===== src/rtl/seq_mul_sat_pkg.sv =====
// Shared types and helpers for the sequential shift-add saturating multiplier.
package seq_mul_sat_pkg;

  typedef enum logic [1:0] {
    ST_IDLE = 2'd0,
    ST_RUN  = 2'd1,
    ST_FIX  = 2'd2,
    ST_OUT  = 2'd3
  } state_e;

  function automatic logic signed [63:0] max_val(input int w);
    return (64'sd1 <<< (w - 1)) - 64'sd1;
  endfunction

  function automatic logic signed [63:0] min_val(input int w);
    return -(64'sd1 <<< (w - 1));
  endfunction

endpackage


===== src/rtl/seq_mul_sat_sat_clip.sv =====
// Combinational clip/wrap of a signed IN_W value into OUT_W bits with overflow flag.
module sat_clip
  import seq_mul_sat_pkg::*;
#(
  parameter int IN_W     = 16,
  parameter int OUT_W    = 8,
  parameter int SATURATE = 1
) (
  input  logic signed [IN_W-1:0]  din,
  output logic        [OUT_W-1:0] dout,
  output logic                    ovf
);

  localparam logic signed [63:0]     MAX64 = max_val(OUT_W);
  localparam logic signed [63:0]     MIN64 = min_val(OUT_W);
  localparam logic signed [IN_W-1:0] MAX_V = MAX64[IN_W-1:0];
  localparam logic signed [IN_W-1:0] MIN_V = MIN64[IN_W-1:0];
  localparam logic [OUT_W-1:0]       MAX_O = MAX64[OUT_W-1:0];
  localparam logic [OUT_W-1:0]       MIN_O = MIN64[OUT_W-1:0];

  always_comb begin
    dout = din[OUT_W-1:0];
    ovf  = 1'b0;
    if (din > MAX_V) begin
      ovf = 1'b1;
      if (SATURATE != 0) dout = MAX_O;
    end else if (din < MIN_V) begin
      ovf = 1'b1;
      if (SATURATE != 0) dout = MIN_O;
    end
  end

endmodule


===== src/rtl/seq_mul_sat.sv =====
// Multi-cycle signed multiplier: one shift-add step per clock on magnitudes,
// then sign fix-up, Q-format scaling and saturate/wrap, with valid/ready on both sides.
module seq_mul_sat
  import seq_mul_sat_pkg::*;
#(
  parameter int WIDTH    = 8,
  parameter int FRAC     = 0,
  parameter int SATURATE = 1
) (
  input  logic             clk,
  input  logic             rst,
  input  logic             in_valid,
  output logic             in_ready,
  input  logic [WIDTH-1:0] a,
  input  logic [WIDTH-1:0] b,
  output logic             out_valid,
  input  logic             out_ready,
  output logic [WIDTH-1:0] result,
  output logic             overflow
);

  localparam int AW = 2 * WIDTH;
  localparam int CW = $clog2(WIDTH + 1);

  state_e           state_q, state_d;
  logic             sign_q, sign_d;
  logic [AW-1:0]    a_sh_q, a_sh_d;
  logic [WIDTH-1:0] b_sh_q, b_sh_d;
  logic [AW-1:0]    acc_q, acc_d;
  logic [CW-1:0]    cnt_q, cnt_d;
  logic [WIDTH-1:0] result_q, result_d;
  logic             overflow_q, overflow_d;
  logic             out_valid_q, out_valid_d;
  logic             in_ready_q, in_ready_d;

  logic [WIDTH-1:0]     a_abs, b_abs;
  logic signed [AW-1:0] signed_acc, scaled;
  logic [WIDTH-1:0]     clip_val;
  logic                 clip_ovf;

  // Magnitudes as unsigned WIDTH bits; |MIN| = 2^(WIDTH-1) still fits.
  assign a_abs = a[WIDTH-1] ? (-a) : a;
  assign b_abs = b[WIDTH-1] ? (-b) : b;

  // |MIN|*|MIN| = 2^(2W-2) fits in AW signed bits, so negation cannot overflow.
  assign signed_acc = sign_q ? $signed(-acc_q) : $signed(acc_q);
  assign scaled     = signed_acc >>> FRAC;

  sat_clip #(
    .IN_W    (AW),
    .OUT_W   (WIDTH),
    .SATURATE(SATURATE)
  ) u_clip (
    .din (scaled),
    .dout(clip_val),
    .ovf (clip_ovf)
  );

  always_comb begin
    state_d     = state_q;
    sign_d      = sign_q;
    a_sh_d      = a_sh_q;
    b_sh_d      = b_sh_q;
    acc_d       = acc_q;
    cnt_d       = cnt_q;
    result_d    = result_q;
    overflow_d  = overflow_q;
    out_valid_d = out_valid_q;
    case (state_q)
      ST_IDLE: begin
        if (in_valid) begin
          sign_d  = a[WIDTH-1] ^ b[WIDTH-1];
          a_sh_d  = {{WIDTH{1'b0}}, a_abs};
          b_sh_d  = b_abs;
          acc_d   = '0;
          cnt_d   = '0;
          state_d = ST_RUN;
        end
      end
      ST_RUN: begin
        // a is pre-shifted and b consumed LSB-first, equivalent to testing |b|[cnt].
        if (b_sh_q[0]) acc_d = acc_q + a_sh_q;
        a_sh_d = a_sh_q << 1;
        b_sh_d = b_sh_q >> 1;
        cnt_d  = cnt_q + 1'b1;
        if (cnt_q == CW'(WIDTH - 1)) state_d = ST_FIX;
      end
      ST_FIX: begin
        result_d    = clip_val;
        overflow_d  = clip_ovf;
        out_valid_d = 1'b1;
        state_d     = ST_OUT;
      end
      ST_OUT: begin
        if (out_ready) begin
          out_valid_d = 1'b0;
          state_d     = ST_IDLE;
        end
      end
      default: state_d = ST_IDLE;
    endcase
    in_ready_d = (state_d == ST_IDLE);
  end

  always_ff @(posedge clk) begin
    if (rst) begin
      state_q     <= ST_IDLE;
      sign_q      <= 1'b0;
      a_sh_q      <= '0;
      b_sh_q      <= '0;
      acc_q       <= '0;
      cnt_q       <= '0;
      result_q    <= '0;
      overflow_q  <= 1'b0;
      out_valid_q <= 1'b0;
      in_ready_q  <= 1'b1;
    end else begin
      state_q     <= state_d;
      sign_q      <= sign_d;
      a_sh_q      <= a_sh_d;
      b_sh_q      <= b_sh_d;
      acc_q       <= acc_d;
      cnt_q       <= cnt_d;
      result_q    <= result_d;
      overflow_q  <= overflow_d;
      out_valid_q <= out_valid_d;
      in_ready_q  <= in_ready_d;
    end
  end

  assign in_ready  = in_ready_q;
  assign out_valid = out_valid_q;
  assign result    = result_q;
  assign overflow  = overflow_q;

endmodule


===== config.mk =====
export PLATFORM = sky130hd
export DESIGN_NAME = seq_mul_sat
export DESIGN_NICKNAME = d
export VERILOG_FILES = /design/src/rtl/seq_mul_sat_pkg.sv /design/src/rtl/seq_mul_sat_sat_clip.sv /design/src/rtl/seq_mul_sat.sv
export SDC_FILE = /design/constraint.sdc
export NUM_CORES = 1
export LEC_CHECK = 0
export CAP_MARGIN = 20
export CORE_MARGIN = 2
export CORE_UTILIZATION = 35
export DETAILED_ROUTE_END_ITERATION = 10
export GPL_ROUTABILITY_DRIVEN = 1
export GPL_TIMING_DRIVEN = 0
export PLACE_DENSITY = 0.59
export SETUP_SLACK_MARGIN = 0.02
export SYNTH_ARGS = -nofsm -noshare
export SYNTH_HDL_FRONTEND = slang
export SYNTH_SLANG_ARGS = --single-unit

===== constraint.sdc =====
create_clock -name clk -period 3.62 [get_ports clk]
set_clock_uncertainty 0.2 [all_clocks]
set_input_delay 0.724 -clock clk [delete_from_list [all_inputs] [get_ports clk]]
set_output_delay 0.724 -clock clk [all_outputs]
set_load 0.02 [all_outputs]

Word level (Yosys, flattened, before mapping)
Index checks and enable logic that the tools add are counted.
- word-level logic and storage cells: 55
- output and inout port bits: 11
- bits in registers: 58
- input bits: 20
- reduce and logical (&&, ||, !) cells: 8
- add/subtract/negate cells: 5
- equality and inequality tests: 7
- bitwise operators: 1
- mux-type cells: 22
- magnitude comparators: 2
- operator list (kind ; count):
    two-way mux 16 bit ; 4
    case mux 16 bit (2 select lines) ; 2
    two-way mux 8 bit ; 5
    adder 16 bit ; 1
    > comparator 16 x 8 -> 1 bit, second input constant ; 1
    less-than comparator 16 x 8 -> 1 bit, second input constant ; 1
    negator 16 bit ; 1
    negator 8 bit ; 2
    case mux 8 bit (2 select lines) ; 1
    case mux 2 bit (4 select lines) ; 1
    case mux 4 bit (2 select lines) ; 1
    two-way mux 2 bit ; 3
    != test 2 bit, second input constant ; 3
    AND reduction 2 bit ; 3
    adder 4 x 1 -> 4 bit, second input constant ; 1
    equality test 2 bit, second input constant ; 2
    equality test 4 x 3 -> 1 bit, second input constant ; 1
    zero test 2 bit ; 2
    two-way mux 4 bit ; 1
    nonzero test 2 bit ; 2
    two-way mux 1 bit ; 3
    AND reduction 3 bit ; 1
    equality test 2 x 1 -> 1 bit, second input constant ; 1
    case mux 1 bit (2 select lines) ; 1
    bitwise XOR 1 bit ; 1

Longest topological paths before layout
Gate-level depths: netlist of the first run.
- depth in word-level cells: 5
- depth in mapped cells: 8
- gate-level depth less buffers: 8

By module
Synthesis of the first run repeated with hierarchy kept, for this count alone.
- cells, all modules: 443
- area total of the unflattened synthesis: 3595.9 um^2
- modules (own cells, without submodules) (module ; sequential area each (um^2) ; area an instance (um^2) ; instances ; cells each):
    seq_mul_sat ; 1161.1 ; 3415.8 ; 1 ; 418
    sat_clip ; 0.0 ; 180.2 ; 1 ; 25

Worst setup path before layout of the first run
OpenSTA, ideal clock, no wires.
- path type: reg-to-reg
- start: register acc_q[2]
- end: register result_q[0], in the netlist result[0]
- library setup time: 0.144 ns
- required time: 3.276 ns
- arrival: 2.317 ns
- buffers on the path: 1
- cell stages (with the launch flop): 8
- slack: 0.959 ns
- clock period less this slack: 2.661 ns
- cells stage by stage: dfxtp_1 or4_1 buf_2 or4_1 mux2i_1 o21ai_1 o32ai_4 o32ai_1
- longest elaborated chain between the ends: 5
- elaborated cells between the ends (all ways): 6
- those cells by class: add/sub (1); order compare (2); mux (3)
- ends and longest elaborated chain (element ; line ; source):
    start, declared ; seq_mul_sat.sv:29 ; logic [AW-1:0] acc_q, acc_d;
    start signal, assigned ; seq_mul_sat.sv:111 ; acc_q <= '0;
    start signal, assigned ; seq_mul_sat.sv:122 ; acc_q <= acc_d;
    negator 16 bit ; seq_mul_sat.sv:46 ; assign signed_acc = sign_q ? $signed(-acc_q) : $signed(acc_q);
    two-way mux 16 bit * ; seq_mul_sat.sv:46 ;
    less-than comparator 16 x 8 -> 1 bit ; seq_mul_sat_sat_clip.sv:27 ; end else if (din < MIN_V) begin
    two-way mux 8 bit ; seq_mul_sat_sat_clip.sv:27 ;
    two-way mux 8 bit * ; seq_mul_sat_sat_clip.sv:24 ; if (din > MAX_V) begin
    end signal, assigned ; seq_mul_sat.sv:124 ; result_q <= result_d;
    end, declared ; seq_mul_sat.sv:31 ; logic [WIDTH-1:0] result_q, result_d;
Every way passes the cells marked *; elsewhere a longest branch is shown, timed or not.
A chain may end at the register's enable or synchronous reset.

Final worst setup path of the first run
Ends and elaborated chain as after synthesis.

==> results of run 1 <==
==> cell type report <==
type,instances,area [um^2]
inverters,10,37.5
clock inverters,4,50.0
plain buffers,28,106
well taps,136,170
multi-input cells,335,2290
repair buffers,28,280
fillers,1046,5880
clock buffers,12,155
flip-flops and latches,58,1160
==> worst min-delay path: cells and delay by family (launching register included) <==
kind,cells,cell delay (ns)
AOI/OAI and AO/OA,1,0.05
DFF,1,0.31
and+or+nand+nor,1,0.05
==> synthesized netlist by cell type, types with 4 or more instances <==
master	n
a211oi_1	6
a21o_1	6
a21oi_1	21
a222oi_1	11
a22oi_1	17
clkbuf_1	24
dfxtp_1	58
ha_1	19
inv_1	10
mux2i_1	4
nand2_1	25
nand2b_1	9
nand3_1	10
nor2_1	58
nor2b_1	5
nor3_1	5
nor3b_1	4
o21a_1	4
o21ai_0	18
o311ai_0	4
o31ai_1	8
o32ai_1	8
or3_1	13
or4_1	5
xnor2_1	14
xor2_1	11
==> metrics by stage <==
step | hold slack [ns] | std cells | util (%) | cell area [um^2]
after CTS | 0.254 | 611 | 42.0 | 4250
after global routing | 0.295 | 611 | 42.0 | 4250
after global placement | 0.244 | 595 | 39.9 | 4050
final | 0.254 | 611 | 42.0 | 4250
after detailed placement | 0.244 | 595 | 39.9 | 4050
after floorplan | 0.232 | 431 | - | 3600
==> per-layer routing <==
layer / part of all wire (%) / up-vias / track usage, %
met5: 0 / - / 0
met4: 1.5 / 0 / 5.43
met2: 46 / 64 / 28.9
met3: 3.7 / 12 / 3.22
met1: 49 / 1580 / 23.4
li1: - / 1713 / -
==> power groups by stage <==
stage               Sequential (mW)  Combinational (mW)  Clock (mW)
global route                  0.669               0.202       0.666
finish                        0.667               0.180       0.624
floorplan                     0.677               0.117           0
global placement              0.681               0.178           0
detailed placement            0.681               0.181           0
CTS                           0.667               0.181       0.629
==> sequential cells by signal, summed over array words and instances (netlist names) <==
name,count
a_sh_q,16
out_valid,1
sign_q,1
result,8
cnt_q,4
acc_q,16
in_ready,1
state_q,2
b_sh_q,8
overflow,1
==> final timing paths <==
kind / from / to / slack [ns]
min: cnt_q[3] / cnt_q[3] / 0.25
min reg2reg: cnt_q[3] / cnt_q[3] / 0.25
max: acc_q[2] / result[0] / 0.63
max reg2reg: acc_q[2] / result[0] / 0.63
==> cells by family after synthesis <==
logic type               count (synthesis)  share of synthesized area (%)
AO/OA/AOI/OAI                          132                           27.6
flip-flops                              58                           32.3
multiplexers                             4                           1.11
AND/OR/NAND/NOR                        153                           21.3
buffers and inverters                   38                           4.00
XOR/XNOR                                26                           6.54
adder cells (fa/ha/maj)                 20                           7.16
==> flow_summary.rst, run 1 <==
.. list-table::
   :header-rows: 1

   * - Metric
     - Value
   * - Final setup viols
     - 0
   * - Power per cell area
     - 346 mW/mm^2
   * - Stages on worst setup path
     - 7
   * - Clock-pin slew reported for the worst setup and hold paths after clock tree synthesis
     - 0.07 ns
   * - Die height
     - 105 um
   * - Number of primary I/O pins
     - 31
   * - Max cap viols
     - 0
   * - Area of the die
     - 0.0111 mm^2
   * - Number of global-route vias before repair
     - 3174
   * - Most frequent cell on the critical path
     - or4_1
   * - Library cell occupying the most area in the post-synthesis netlist
     - dfxtp_1
   * - Root Buffer
     - clkbuf_8
   * - Overflow left after global routing
     - 0
   * - Buffers from clock root to sink, at most
     - 2
   * - Global-route usage over all layers
     - 17.6%
   * - Path depth of the worst reg2reg path
     - 7
   * - Switching Fraction
     - 26.5%
   * - Result of the run
     - completed
   * - Share of the synthesized area in the top cell type
     - 32.3%
   * - Register area share after synthesis
     - 32.3%
   * - Worst hold stages
     - 2
   * - Worst Path Arrival
     - 2.99 ns
   * - Buffers added on ports
     - 28
   * - Tightest slew margin relative to the limit
     - 55.4%
   * - Seq pwr share
     - 45.3%
   * - Post-CTS setup buffer count
     - 0
   * - First-pass GRT wire length
     - between 15000 and 20000 um
   * - Setup slack of the critical path after layout
     - 0.629 ns
   * - Slowest Stage Delay on Critical Path
     - 0.57 ns
   * - Initial core utilization
     - between 30 and 40%
   * - Standard cell with the maximum stage delay on the critical path
     - or4_1
   * - Cts hold-fix bufs
     - 0
   * - Startpoint type of the worst setup path
     - flop
   * - Dominant register cell in the synthesized netlist
     - dfxtp_1
   * - DR vias
     - between 3000 and 4000
   * - Worst IR Drop VDD
     - between 0.1 and 0.15 mV
   * - Period Utilization, post-route
     - approximately 83%
   * - Total count of max-transition violations in the final report
     - 0
   * - Achievable Freq
     - 0.334 GHz
   * - Antenna violations before repair
     - 0
   * - Share of total power in combinational logic
     - between 10% and 20%
   * - Standard cell core area
     - between 0.01 and 0.015 mm^2
   * - Overall die width
     - 105 um
   * - Diode insertion count for antenna repair
     - 0
   * - Total wire length after detailed routing
     - a little over 9000 um
   * - Net count reported at finish
     - 510
   * - First-pass DRT Iterations
     - 5
   * - CP bufs+invs
     - 1
   * - Async set-reset flop share out of synthesis
     - 0%
   * - Net count of the mapped netlist
     - 471
   * - Internal Power
     - around 1.1 mW
   * - Minimum clock period after layout
     - ~3.0 ns
   * - Area growth from synthesis to final layout
     - 18.2%
   * - Core Rows
     - 37
   * - Count of antenna-violating nets left after detailed routing
     - 0
   * - Mean Syn Cell Area
     - around 8.3 um^2
   * - Synthesized area
     - 0.00360 mm^2
   * - Crit end category
     - flop
   * - Worst path cell trace
     - or4_1 > buf_2 > or4_1 > mux2i_1 > o21ai_1 > o32ai_4 > o32ai_1
   * - Total power draw
     - 1.47 mW
   * - Distinct cell type count after synthesis
     - 57
   * - Sw power
     - 390 uW
   * - Residual DRC
     - 0
   * - Number of design-rule violations left by the first detailed-router iteration
     - 194
   * - Count of final hold-check violations
     - 0
   * - Fraction of power consumed by the clock network
     - 42.4%
   * - Number of sinks driven by the clock tree
     - 58
   * - Max H-tree Level
     - 3
   * - Number of warnings issued by yosys
     - 0
   * - Number of synthesized flops with an enable pin
     - 0
   * - Type of the tightest min-delay check
     - reg2reg
   * - Worst Path Class, Setup
     - reg2reg
   * - Avg Vias per Cell
     - 5.51
   * - Commonest cells after routing, fill and taps aside
     - 58 x nor2_1, 58 x dfxtp_1, 28 x clkdlybuf4s50_1
   * - Slew at the pin with the worst max-slew slack
     - 0.668 ns
   * - Layout cell share with drive strength beyond 1
     - about 5.7%
   * - Number of standard cells after synthesis
     - 431
   * - Worst slack, placed
     - 0.460 ns
   * - Required time of the critical path
     - 3.62 ns
   * - Unrepaired setup endpoints after global routing
     - false
   * - Register bit count reported by yosys
     - 58
   * - Final RePlAce weighted congestion
     - 0.850
   * - Leading post-synthesis cells by cell area
     - dfxtp_1 32%, ha_1 6.6%, nor2_1 6.1%
   * - Cts bufs inserted
     - 9
   * - Leakage power
     - 1.60 nW
   * - CTS tree
     - yes
   * - HPWL after detailed placement
     - a little over 7000 um
   * - Routed wire per std cell
     - ~15 um
   * - Clk Latency, worst-skew pair
     - 0.34 ns
   * - Aggregate negative setup slack
     - 0 ns
   * - Cell family with most CP delay
     - simple AND/OR/NAND/NOR gates
   * - Pin count of the biggest net entering global routing
     - 11
   * - Post-cts gate resize count
     - 0
   * - Peak fanout along the critical path
     - 10
Note: power is estimated with default switching activity, not from simulation.
==> inputs of run 2 (changes only) <==
--- a/config.mk
+++ b/config.mk
@@ -11,7 +11,7 @@
 export DETAILED_ROUTE_END_ITERATION = 10
 export GPL_ROUTABILITY_DRIVEN = 1
 export GPL_TIMING_DRIVEN = 0
-export PLACE_DENSITY = 0.59
+export PLACE_DENSITY = 0.61
 export SETUP_SLACK_MARGIN = 0.02
 export SYNTH_ARGS = -nofsm -noshare
 export SYNTH_HDL_FRONTEND = slang
==> constraint.sdc (replaced) <==
create_clock -name clk -period 2.7 [get_ports clk]
set_clock_uncertainty 0.2 [all_clocks]
set_input_delay 0.54 -clock clk [delete_from_list [all_inputs] [get_ports clk]]
set_output_delay 0.54 -clock clk [all_outputs]
set_load 0.02 [all_outputs]
==> flow_summary.rst, run 2 (synthesis gave the netlist of run 1 again) <==
.. list-table::
   :header-rows: 1

   * - Metric
     - Value
   * - Result of the run
     - finished, violations left (was completed)
   * - Violated checks
     - negative setup slack
   * - Crit end category
     - flop (unchanged)
   * - Tightest slew margin relative to the limit
     - 61.2% (was 55.4%)
   * - Period Utilization, post-route
     - 103% (was 82.6%)
   * - CTS tree
     - yes (unchanged)
   * - Slowest Stage Delay on Critical Path
     - 0.56 ns (was 0.57 ns)
   * - Count of final hold-check violations
     - 0 (unchanged)
   * - Worst slack, placed
     - -0.300 ns (was 0.460 ns)
   * - Cell family with most CP delay
     - simple AND/OR/NAND/NOR gates (unchanged)
   * - Worst IR Drop VDD
     - 0.218 mV (was 0.149 mV)
   * - Number of sinks driven by the clock tree
     - 58 (unchanged)
   * - Biggest regs
     - a_sh_q: 16 flops, acc_q: 16 flops (unchanged)
   * - Achievable Freq
     - 0.358 GHz (was 0.334 GHz)
   * - Initial core utilization
     - 35.5% (unchanged)
   * - Most frequent cell on the critical path
     - or4_4 (was or4_1)
   * - Seq pwr share
     - 44.2% (was 45.3%)
   * - Slew at the pin with the worst max-slew slack
     - 0.582 ns (was 0.668 ns)
   * - Internal Power
     - 1.50 mW (was 1.08 mW)
   * - Total wire length after detailed routing
     - 9920 um (was 9330 um)
   * - Global-route usage over all layers
     - 18.0% (was 17.6%)
   * - Type of the tightest min-delay check
     - reg2reg (unchanged)
   * - Routed wire per std cell
     - 16.1 um (was 15.3 um)
   * - Commonest non-fill, non-tap cell in the layout
     - nor2_1
   * - Commonest cells after routing, fill and taps aside
     - 58 x nor2_1, 52 x dfxtp_1, 28 x clkdlybuf4s50_1 (was 58 x nor2_1, 58 x dfxtp_1, 28 x clkdlybuf4s50_1)
   * - Required time of the critical path
     - 2.77 ns (was 3.62 ns)
   * - Setup slack of the critical path after layout
     - -0.0898 ns (was 0.629 ns)
   * - Buffers added on ports
     - 28 (unchanged)
   * - Peak fanout along the critical path
     - 9 (was 10)
   * - Layout filler cell count
     - 1007 (was 1046)
   * - Smallest hold slack
     - 0.254 ns (about the same)
   * - Diode insertion count for antenna repair
     - 0 (unchanged)
   * - Aggregate negative setup slack
     - -0.495 ns (was 0 ns)
   * - Overall die width
     - 105 um (unchanged)
   * - First-pass DRT Iterations
     - 7 (was 5)
   * - Fraction of power consumed by the clock network
     - 43.1% (was 42.4%)
   * - Buffers from clock root to sink, at most
     - 2 (unchanged)
   * - Leakage power
     - 1.70 nW (was 1.60 nW)
   * - Max cap viols
     - 0 (unchanged)
   * - Core Rows
     - 37 (unchanged)
   * - Number of global-route vias before repair
     - 3178 (was 3174)
   * - Total count of max-transition violations in the final report
     - 0 (unchanged)
   * - Unrepaired setup endpoints after global routing
     - true (was false)
   * - Startpoint type of the worst setup path
     - flop (unchanged)
   * - Worst Path Class, Setup
     - reg2reg (unchanged)
   * - Standard cell core area
     - 0.0101 mm^2 (unchanged)
   * - Area growth from synthesis to final layout
     - 24.2% (was 18.2%)
   * - Minimum clock period after layout
     - 2.79 ns (was 2.99 ns)
   * - Switching Fraction
     - 25.9% (was 26.5%)
   * - Max H-tree Level
     - 3 (unchanged)
   * - Final RePlAce weighted congestion
     - 0.911 (was 0.850)
   * - HPWL after detailed placement
     - 7200 um (was 7130 um)
   * - Clock-pin slew reported for the worst setup and hold paths after clock tree synthesis
     - 0.07 ns (about the same)
   * - Final setup viols
     - 7 (was 0)
   * - First-pass GRT wire length
     - 15900 um (was 15800 um)
   * - Clk Latency, worst-skew pair
     - 0.35 ns (was 0.34 ns)
   * - Count of antenna-violating nets left after detailed routing
     - 0 (unchanged)
   * - Final Util
     - 44.1% (was 42.0%)
   * - Number of primary I/O pins
     - 31 (unchanged)
   * - Avg Vias per Cell
     - 5.62 (was 5.51)
   * - Overflow left after global routing
     - 0 (unchanged)
   * - Power per cell area
     - 451 mW/mm^2 (was 346 mW/mm^2)
   * - Root Buffer
     - clkbuf_8 (unchanged)
   * - Worst Path Arrival
     - 2.86 ns (was 2.99 ns)
   * - Worst path cell trace
     - or4_4 > or4_4 > o31ai_4 > xor2_2 > o32ai_4 > buf_12 > o32ai_2 (was or4_1 > buf_2 > or4_1 > mux2i_1 > o21ai_1 > o32ai_4 > o32ai_1)
   * - Number of design-rule violations left by the first detailed-router iteration
     - 237 (was 194)
   * - Sw power
     - 522 uW (was 390 uW)
   * - CP bufs+invs
     - 1 (unchanged)
   * - Area of the die
     - 0.0111 mm^2 (unchanged)
   * - Standard cell with the maximum stage delay on the critical path
     - or4_4 (was or4_1)
   * - Cts bufs inserted
     - 9 (unchanged)
   * - DR vias
     - 3468 (was 3369)
   * - Layout cell share with drive strength beyond 1
     - 13.5% (was 5.68%)
   * - Pin count of the biggest net entering global routing
     - 11 (unchanged)
   * - Net count reported at finish
     - 516 (was 510)
   * - Antenna violations before repair
     - 0 (unchanged)
   * - Residual DRC
     - 0 (unchanged)
   * - Cts hold-fix bufs
     - 0 (unchanged)
   * - Share of total power in combinational logic
     - 12.7% (was 12.3%)
   * - Die height
     - 105 um (unchanged)
[run 2: cell count changes in the layout (fill, tap and decap cells not counted), sizes merged]
| cell | delta |
|---|---|
| buf | +8 |
| bufinv | +1 |
| clkbuf | -3 |
| clkinv | +2 |
| clkinvlp | -2 |
[run 2: path summary, 6_finish.rpt]
| check | startpoint | slack, ns | depth (start not counted) | end |
|---|---|---|---|---|
| max | acc_q[8] | -0.09 | 7 | result[5] |
| min | cnt_q[3] | 0.25 | 2 | cnt_q[3] |
| max reg2reg | acc_q[8] | -0.09 | 7 | result[5] |
| min reg2reg | cnt_q[3] | 0.25 | 2 | cnt_q[3] |
[run 2: timing repair]
item                                    in CTS  in global routing
hold endpoints to repair                     0                  0
endpoints found under the setup margin      18                 31
setup buffers                                2                  5
pin swaps                                    7                  6
resized for setup                           17                 31
gates cloned                                 1                  0
[run 2: area by class of cell]
type                       instances  area, um^2  share of cell area (%)
clock buffer                      11         131                    2.94
buffer                            27         116                    2.60
clock inverter                     5        78.8                    1.76
tap                              136         170                    3.81
sequential                        58        1180                    26.4
timing repair buffer              35         343                    7.67
multi-input combinational        335        2410                    53.9
inverter                          10        37.5                   0.840
[run 2: metal layers]
metal | GRT usage, % | wire length, um | part of all wire [%] | vias up
li1 | - | - | - | 1722
met1 | 23.4 | 4620 | 47 | 1647
met2 | 29.1 | 4670 | 47 | 88
met3 | 4.70 | 491 | 5.0 | 11
met4 | 5.81 | 142 | 1.4 | 0
met5 | 0 | 0 | 0 | -
[run 2: power groups by stage]
stage,combinational [mW],clock (mW),sequential [mW]
after floorplan,0.157,0,0.908
after CTS,0.251,0.884,0.890
after detailed placement,0.245,0,0.912
after global routing,0.281,0.928,0.893
after global placement,0.241,0,0.912
final,0.256,0.870,0.891
[run 2: metrics by stage]
stage | cell area, um^2 | total power, mW | instances
finish | 4470 | 2.02 | 617
global route | 4470 | 2.10 | 617
CTS | 4320 | 2.02 | 614
detailed placement | 4050 | 1.16 | 595
global placement | 4050 | 1.15 | 595
floorplan | 3600 | 1.06 | 431
[run 2: worst reg2reg max path: cells and delay by family (launching register included)]
family / cells / cell delay [ns]
simple gates: 2 / 1.11
compound gates: 3 / 0.60
flops: 1 / 0.37
xor+xnor: 1 / 0.27
buf+inv: 1 / 0.16
==> patch: new RTL, config.mk and constraints of run 1 <==
`SATURATE` is set to 1 in 2 places; all go to 0.
--- a/src/rtl/seq_mul_sat_sat_clip.sv
+++ b/src/rtl/seq_mul_sat_sat_clip.sv
@@ -4,7 +4,7 @@
 #(
   parameter int IN_W     = 16,
   parameter int OUT_W    = 8,
-  parameter int SATURATE = 1
+  parameter int SATURATE = 0
 ) (
   input  logic signed [IN_W-1:0]  din,
   output logic        [OUT_W-1:0] dout,
--- a/src/rtl/seq_mul_sat.sv
+++ b/src/rtl/seq_mul_sat.sv
@@ -5,7 +5,7 @@
 #(
   parameter int WIDTH    = 8,
   parameter int FRAC     = 0,
-  parameter int SATURATE = 1
+  parameter int SATURATE = 0
 ) (
   input  logic             clk,
   input  logic             rst,
Formal check against the unedited RTL: no difference found for any inputs over 10 cycles, from zero or initial values and one cycle with rst high; that may be too few to reach the edited logic, so the function may still have changed.
==> patch against run 1 <==
Count of clock-buffer cells in the layout decreased by 2. Die area up 3.5%. Clock power down 12%. Synthesized area grew 3.6%. Design area increased by 2.6%. Routed wire length up 4.6%. Final cell count rose by 4.4%. Power down 5.1%. Sequential cell count unchanged. Setup slack gained 150 ps. Critical path type unchanged.
==> patch: results (changes against run 1) <==
Run status
  – Status: complete, no violations (unchanged)

CTS
  – Post-CTS setup buffer count: 0 (unchanged)
  – Clk slew on worst S/H paths: 80 ps
  – PostCTS Resize Cnt: 0 (unchanged)
  – H-Tree Level Count: 3 (unchanged)
  – CTS root buf: clkbuf_8 (unchanged)
  – Bufs on Longest Clock Path: 2 (unchanged)
  – Total CTS buffers: 9 (unchanged)
  – Clock Latency Late Sink: 340 ps (about the same)

Pwr
  – Peak supply drop: 0.000137 V (was 0.000149 V)
  – Lkg Pwr: 1.73 nW (was 1.60 nW)

Synth
  – FFs w/ async S/R, synth: 0 (unchanged)
  – Syn Area/Cell: 8.16 um2 (was 8.35 um2)
  – Yosys cell types: 60 (was 57)
  – Yosys warning count: 0 (unchanged)
  – Syn nets: 497 (was 471)
  – Ranking of synthesized cells by area: dfxtp_1, ha_1, nor2_1 (unchanged)
  – Most frequent cells after synthesis: dfxtp_1, nor2_1, nand2_1 (unchanged)
  – Seq/Total Area, Yosys: 0.311 (was 0.323)
  – Most common cell in the netlist: dfxtp_1

Worst setup path
  – Worst setup path end: acc_q[12]$_SDFFE_PP0P_ (was result[0]$_SDFFE_PP0P_)
  – CP startpoint: acc_q[0]$_SDFFE_PP0P_ (was acc_q[2]$_SDFFE_PP0P_)
  – Reg2Reg Depth: 8 (was 7)
  – Delay of the slowest cell on the worst path: 460 ps (was 570 ps)
  – Worst EP arrival: 2920 ps (was 2990 ps)
  – Crit path max fanout: 7 (was 10)
  – Reg2reg setup slack: 770 ps (was 630 ps)
  – Slowest cell on crit path: a211oi_1 (was or4_1)

GRT
  – Initial antenna violation count: 0 (unchanged)
  – Gr usage total: 0.184 (was 0.176)
  – Largest net degree at the start of global routing: 12 (was 11)
  – Vias in the first global route: 3329 (was 3174)
  – Global-route wire length before repair: 16700 um (was 15800 um)

Placement
  – Port bufs: 28 (unchanged)
  – Routability cong.: 0.819 (was 0.850)
  – Placed cell count: 621 (was 595)
  – Detailed Place HPWL: 7300 um (was 7130 um)

Final layout
  – Non-Filler Instances: 638 (was 611)
  – Largest registers: a_sh_q: 16 flops, acc_q: 16 flops (unchanged)
  – N_diodes: 0 (unchanged)
  – Nets: 537 (was 510)
  – Share of layout cells above drive strength 1: 0.0598 (was 0.0568)

Timing
  – Worst slew margin: 0.542 (was 0.554)
  – Pins Over Slew Limit: 0 (unchanged)
  – Hold slack final: 261 ps (was 254 ps)

Worst hold path
  – Hold path cells: 2 (unchanged)
  – Worst min path class: flop to flop (unchanged)
  – HP Start: cnt_q[3]$_SDFFE_PP0P_ (unchanged)
  – Hold Path Sink: cnt_q[3]$_SDFFE_PP0P_ (unchanged)

Drt
  – Pre-antenna DRT Iters: 6 (was 5)
  – WL final: 9760 um (was 9330 um)
  – Drt initial violations: 189 (was 194)
  – Vias: 3562 (was 3369)
==> patch: cell types whose count changed after synthesis, sizes merged, moves of 5 or more <==
cell	delta
nand2	+6
inv	+7
nor4	+5
nor2b	+5
a211oi	+5
or3	-6
o32ai	-7
==> patch: kinds of logic after synthesis <==
logic type,count (synthesis),synth area share
simple gates,158,0.209
compound gates,142,0.285
flops,58,0.311
buf+inv,48,0.0503
xor+xnor,26,0.0611
fa+ha+maj,20,0.0691
mux,5,0.0138
==> patch: per-stage QoR <==
| step | setup WS [ps] | area, um2 |
|---|---|---|
| global route | 533 | 4360 |
| detailed placement | 372 | 4180 |
| finish | 774 | 4360 |
| global placement | 452 | 4180 |
| floorplan | 1110 | 3730 |
| CTS | 735 | 4360 |
==> patch: where the power goes <==
group | switching, mW | total (mW) | internal [mW]
logic | 0.104 | 0.179 | 0.0749
registers | 0.0124 | 0.666 | 0.653
clock network | 0.286 | 0.552 | 0.267
==> patch: layer usage <==
| layer | vias to the layer above | GRT usage | share of wire |
|---|---|---|---|
| met4 | 0 | 0.0686 | 0.019 |
| met3 | 14 | 0.0237 | 0.040 |
| met1 | 1680 | 0.248 | 0.49 |
| li1 | 1783 | - | - |
| met2 | 85 | 0.298 | 0.45 |
| met5 | - | 0 | 0 |
==> patch: layout make-up <==
type | instances | area, um2
fill | 1069 | 5960
clock inverter | 6 | 42.5
sequential | 58 | 1160
clock buffer | 10 | 138
timing repair buffer | 29 | 285
buffer | 31 | 124
inverter | 17 | 63.8
tap | 136 | 170
multi-input combinational | 351 | 2380
==> patch: critical path, delay by kind of cell, from the launching register on <==
family          cells  cell delay [ps]
fa+ha+maj           2              640
simple gates        1               80
compound gates      5             1480
flops               1              390
